$ cat src/rtl/idle_pkg.sv
// Shared types for the IDLE sequencer: state encoding, wake-cause codes
// and the wake-cause bundle with its priority encoder.
package idle_pkg;

    typedef enum logic [1:0] {
        S_RUN   = 2'd0,
        S_ENTER = 2'd1,
        S_IDLE  = 2'd2,
        S_EXIT  = 2'd3
    } state_t;

    localparam logic [2:0] WK_NONE  = 3'd0;
    localparam logic [2:0] WK_INT   = 3'd1;
    localparam logic [2:0] WK_TRAP  = 3'd2;
    localparam logic [2:0] WK_AWAKE = 3'd3;
    localparam logic [2:0] WK_ICE   = 3'd4;
    localparam logic [2:0] WK_WDOG  = 3'd5;

    typedef struct packed {
        logic ice;
        logic awake;
        logic trap;
        logic intr;
        logic wdog;
    } wake_t;

    // ICE > Awake > trap > interrupt > watchdog
    function automatic logic [2:0] wake_code(input wake_t w);
        if (w.ice)        return WK_ICE;
        else if (w.awake) return WK_AWAKE;
        else if (w.trap)  return WK_TRAP;
        else if (w.intr)  return WK_INT;
        else if (w.wdog)  return WK_WDOG;
        else              return WK_NONE;
    endfunction

endpackage

$ cat src/rtl/idle_seq_wdog.sv
// Saturating IDLE watchdog: cleared before IDLE, counts while enabled,
// flags expiry on the cycle the count reaches the limit.
module idle_wdog #(
    parameter int W = 16
) (
    input  logic         DSPCLK,
    input  logic         PRST,
    input  logic         clr,
    input  logic         en,
    input  logic [W-1:0] lim,
    output logic         expire
);

    logic [W-1:0] cnt;

    always_ff @(posedge DSPCLK or posedge PRST) begin
        if (PRST)
            cnt <= '0;
        else if (clr)
            cnt <= '0;
        else if (en && cnt != '1)
            cnt <= cnt + W'(1);
    end

    // The cycle holding lim-1 is the lim-th IDLE cycle.
    assign expire = en && (lim != '0) && (cnt >= lim - W'(1));

endmodule

$ cat src/rtl/idle_seq.sv
// IDLE sequencer: drives IDLE_ST_h/IDLE_ST/IRE to the clock controller.
// Define IDLE_WDOG_EN to add the watchdog exit path (idle_wdog).
module idle_seq
    import idle_pkg::*;
#(
    parameter int EXIT_CYC = 2,
    parameter int WDOG_W   = 16
) (
    input  logic              DSPCLK,
    input  logic              PRST,
    input  logic              HRST,
    input  logic              IDLE_go,
    input  logic [3:0]        IDLE_n,
    input  logic [2:0]        INT_req,
    input  logic              TRAP_R_L,
    input  logic              ICE_wakeup,
    input  logic              Awake,
`ifdef IDLE_WDOG_EN
    input  logic [WDOG_W-1:0] WDOG_lim,
`endif
    output logic              IDLE_ST_h,
    output logic              IDLE_ST,
    output logic [3:0]        IRE,
    output logic              STALL,
    output logic              IDLE_done,
    output logic [2:0]        WAKE_src
);

    if (EXIT_CYC < 1 || EXIT_CYC > 7 || WDOG_W < 1) begin : g_bad_param
        $error("idle_seq: parameter out of range");
    end

    state_t     state, nstate;
    wake_t      pend, n_pend, live, all;
    logic [2:0] cnt, n_cnt, n_src;
    logic [3:0] n_ire;
    logic       n_done, wdog_exp;

`ifdef IDLE_WDOG_EN
    idle_wdog #(.W(WDOG_W)) u_wdog (
        .DSPCLK (DSPCLK),
        .PRST   (PRST),
        .clr    ((state == S_ENTER) || HRST),
        .en     (state == S_IDLE),
        .lim    (WDOG_lim),
        .expire (wdog_exp)
    );
`else
    assign wdog_exp = 1'b0;
`endif

    // Sleep only honours Awake; standby honours masked ints, trap and ICE.
    always_comb begin
        live = '0;
        if (IRE[3]) begin
            live.awake = Awake;
        end else begin
            live.intr = |(INT_req & IRE[2:0]);
            live.trap = TRAP_R_L;
            live.ice  = ICE_wakeup;
        end
        live.wdog = wdog_exp;
        all = wake_t'(pend | live);
    end

    always_comb begin
        nstate = state;
        n_ire  = IRE;
        n_src  = WAKE_src;
        n_pend = pend;
        n_cnt  = '0;
        n_done = 1'b0;
        unique case (state)
            S_RUN: begin
                n_pend = '0;
                n_ire  = '0;
                if (IDLE_go) begin
                    nstate = S_ENTER;
                    n_ire  = IDLE_n;
                    n_src  = WK_NONE;
                end
            end
            S_ENTER: begin
                nstate = S_IDLE;
                n_pend = wake_t'(pend | live);
            end
            S_IDLE: begin
                if (|all) begin
                    nstate = S_EXIT;
                    n_src  = wake_code(all);
                    n_pend = '0;
                end
            end
            S_EXIT: begin
                if (cnt == 3'(EXIT_CYC - 1)) begin
                    nstate = S_RUN;
                    n_ire  = '0;
                    n_done = 1'b1;
                end else begin
                    n_cnt = cnt + 3'd1;
                end
            end
            default: nstate = S_RUN;
        endcase
        if (HRST) begin
            nstate = S_RUN;
            n_ire  = '0;
            n_src  = '0;
            n_pend = '0;
            n_cnt  = '0;
            n_done = 1'b0;
        end
    end

    always_ff @(posedge DSPCLK or posedge PRST) begin
        if (PRST) begin
            state     <= S_RUN;
            pend      <= '0;
            cnt       <= '0;
            IRE       <= '0;
            WAKE_src  <= '0;
            IDLE_ST_h <= 1'b0;
            IDLE_ST   <= 1'b0;
            STALL     <= 1'b0;
            IDLE_done <= 1'b0;
        end else begin
            state     <= nstate;
            pend      <= n_pend;
            cnt       <= n_cnt;
            IRE       <= n_ire;
            WAKE_src  <= n_src;
            IDLE_ST_h <= (nstate == S_ENTER) || (nstate == S_IDLE);
            IDLE_ST   <= (nstate == S_IDLE);
            STALL     <= (nstate != S_RUN);
            IDLE_done <= n_done;
        end
    end

endmodule

$ cat config.mk
export PLATFORM = sky130hd
export DESIGN_NAME = idle_seq
export DESIGN_NICKNAME = d
export VERILOG_FILES = /design/src/rtl/idle_pkg.sv /design/src/rtl/idle_seq_wdog.sv /design/src/rtl/idle_seq.sv
export SDC_FILE = /design/constraint.sdc
export NUM_CORES = 1
export LEC_CHECK = 0
export ABC_AREA = 1
export CAP_MARGIN = 20
export CELL_PAD_IN_SITES_DETAIL_PLACEMENT = 0
export CELL_PAD_IN_SITES_GLOBAL_PLACEMENT = 2
export CORE_ASPECT_RATIO = 0.8
export CORE_MARGIN = 5
export CORE_UTILIZATION = 28
export CTS_BUF_LIST = sky130_fd_sc_hd__clkbuf_8
export DETAILED_ROUTE_END_ITERATION = 10
export GPL_TIMING_DRIVEN = 0
export PLACE_DENSITY = 0.81
export SETUP_SLACK_MARGIN = 0.02
export SYNTH_ARGS = -nofsm -noshare
export SYNTH_HDL_FRONTEND = slang
export SYNTH_SLANG_ARGS = --single-unit
$ cat constraint.sdc
create_clock -name DSPCLK -period 1.7 [get_ports DSPCLK]
set_input_delay 0.34 -clock DSPCLK [delete_from_list [all_inputs] [get_ports DSPCLK]]
set_output_delay 0.34 -clock DSPCLK [all_outputs]
set_load 0.02 [all_outputs]
==> results.md <==
- Run status: finished, final reports clean
- Static Leak: 0.632 nW
- XOR/XNOR share of the synthesized area: 0.949%
- First-pass GRT wire length: 3380 µm
- Final core occ: 41.2%
- Mapped Area: 923 µm²
- Grt ovf: 0
- TritonRoute pass-1 iters: 4
- Area after DPL: 1210 µm²
- Syn-to-layout area delta: 39.6%
- CTS Buffer Depth: 2
- Num CTS Buffers: 3
- Vias in the first global route: 774
- Wl on met1: 1030 µm
- WP data arrival: 1.27 ns
- Sequential area share after synthesis: 54.2%
- Combinational family with the most area after synthesis: simple AND/OR/NAND/NOR gates
- Net count, final: 152
- PD cells: 963 nW/µm²
- Total Routed Length: 2010 µm
- Clock skew: 0.00313 ns
- Syn Area/Cell: 8.63 µm²
- Fin area: 1290 µm²
- Die W: 74.2 µm
- Diode count: 0
- CP max stage delay: 0.62 ns
- Multiplexer area fraction after synthesis: 0%
- Yosys warnings: 0
- Worst vdd ir: 0.487 mV
- Ranking of synthesized cells by area: dfrtp_1, nand2_1, nor2_1, inv_1, ha_1
- Port Buffer Count: 24
- TritonCTS clock tree: yes
- Core Rows: 18
- Syn Inst Count: 107
- Clock sinks: 20
- Hold/Removal Path Class: flop to flop
- Wirelength per Cell: 11.5 µm
- Hold_buf cts: 0
- Met2 WL: 786 µm
- IO Pins: 25
- Post-detail-place hpwl: 1530 µm
- Root Buffer Master: clkbuf_8
- Fin crit share: 94.6%
- Most common cell after layout, fill and taps aside: nand2_1
- Hold Slack: 0.472 ns
- Initial Util: 29.5%
- Final Hold Fails: 0
- GRT Resource Usage Total: 9.89%
- Metal3 WL: 184 µm
- Slew Limit Fails: 0
- RSZ-0062 raised after global routing: no
- Routed Antenna Nets: 0
- Synth Area in Simple Gates: 31.3%
- Initial antenna violation count: 0
- Worst skew pair latency: 0.26 ns
- Clock-pin slew on the worst setup and hold paths: 0.08 ns
- H-tree Lvls: 1
- Worst setup EP type: primary output
- DR vias/cell: 4.35
- Die Area: 4550 µm²
- Share of layout cells above drive strength 1: 13.3%
- CP delay by family, top: buffers and inverters
- Yosys top cell area share: 54.2%
- DR vias: 761
- Synth Register Bits: 20
- Largest net degree at the start of global routing: 21
- Critical-path maximum fanout: 3
- F_max: 622 MHz
- Max Used Layer: met3
- Fin crit period: 1.61 ns
- Compound-Gate Fraction of Synth Area: 5.96%
- Yosys cell types: 20
- Initial DRC count: 15
- Slew @ Worst Pin: 0.783 ns
- Die H: 61.4 µm
- Adder-cell area share of the yosys netlist: 2.71%
- Setup CP Type: flop to primary output
- GP Congestion: 0.768
- CP cell instances: clkdlybuf4s50_1
- Placeable Area: 3130 µm²
- DRC errors left: 0
- Leading area contributor after synthesis: dfrtp_1
- Max-Cap Viols: 0
- Setup_tns: 0 ns
- Worst path required time: 1.36 ns
- Rel. slew slack: 47.8%
- Mapped Nets: 123
- Endpoints failing setup: 0
- Crit-path slowest cell: clkdlybuf4s50_1
- Most frequent cells in the layout: nand2_1, clkdlybuf4s50_1, dfrtp_1, nor2_1, inv_1
- Worst setup SP type: flop
- Worst path buffer plus inverter count: 1
## cell type report
class | instances | area, µm²
clock buffers | 3 | 41.3
clock inverters | 1 | 30.0
fillers | 321 | 1840
inverters | 12 | 45.0
multi-input cells | 75 | 382
flip-flops and latches | 20 | 500
well taps | 40 | 50.0
repair buffers | 24 | 240
## routing by layer
layer	GRT usage, %	up-vias
li1	-	391
met1	13.5	343
met2	15.0	27
met3	5.06	0
met4	0	0
met5	0	-
## flip-flops by register name (all words and copies together) (netlist names)
name / cells
pend: 4
IDLE_ST_h: 1
cnt: 3
IDLE_ST: 1
WAKE_src: 3
STALL: 1
IRE: 4
state: 2
IDLE_done: 1
## worst paths after layout
check                             from           to  slack (ns)  cells after the start
min reg2reg                WAKE_src[2]  WAKE_src[2]        0.47                      2
min                        WAKE_src[2]  WAKE_src[2]        0.47                      2
min in group asynchronous         PRST        STALL        0.53                      2
max                             IRE[3]       IRE[3]        0.09                      1
max reg2reg                     IRE[3]    IDLE_ST_h        0.18                      8
max in group asynchronous         PRST      pend[4]        0.69                      2
## kinds of logic (layout without fill, tap and decap cells)
group,after synthesis,in the layout
buf+inv,12,40
fa+ha+maj,2,2
xor+xnor,1,1
flops,20,20
simple gates,63,63
compound gates,9,9
## synth_stat cells
| master | n |
|---|---|
| a21o_1 | 1 |
| a21oi_1 | 2 |
| a21oi_2 | 2 |
| dfrtp_1 | 20 |
| ha_1 | 2 |
| inv_1 | 7 |
| inv_2 | 5 |
| nand2_1 | 37 |
| nand2_2 | 2 |
| nand3_1 | 5 |
| nand3_2 | 2 |
| nand3b_1 | 2 |
| nor2_1 | 9 |
| nor2_4 | 1 |
| nor3_1 | 3 |
| nor3_2 | 1 |
| nor3b_1 | 1 |
| o21ai_0 | 1 |
| o21ai_1 | 3 |
| xor2_1 | 1 |
## power breakdown
part	switching (W)	total, W	internal, W
sequential	0.0000212	0.000530	0.000509
combinational	0.000136	0.000240	0.000104
clock	0.000157	0.000471	0.000314
total	0.000314	0.00124	0.000927
## per-stage QoR
step                      setup WS, ns  instances  power [W]
after floorplan                  0.235        107   0.000672
after CTS                       0.0654        175    0.00127
after global routing            0.0224        175    0.00131
after detailed placement        -0.219        171   0.000783
final                           0.0916        175    0.00124
after global placement          -0.196        171   0.000783
## worst reg2reg max path, stage by stage (launching register included)
cell and delay, ns:
dfrtp_1 0.41, inv_2 0.11, a21o_1 0.22, nor2_4 0.06, nand2_1 0.07, nor2_1 0.04, nor2_1 0.13, inv_1 0.08
ha_1 0.29
## what timing repair did
action                     in CTS  in global routing
buffers inserted                0                  0
setup endpoints to repair       0                  1
gates resized for setup         0                  1
Note: power is estimated with default switching activity, not from simulation.
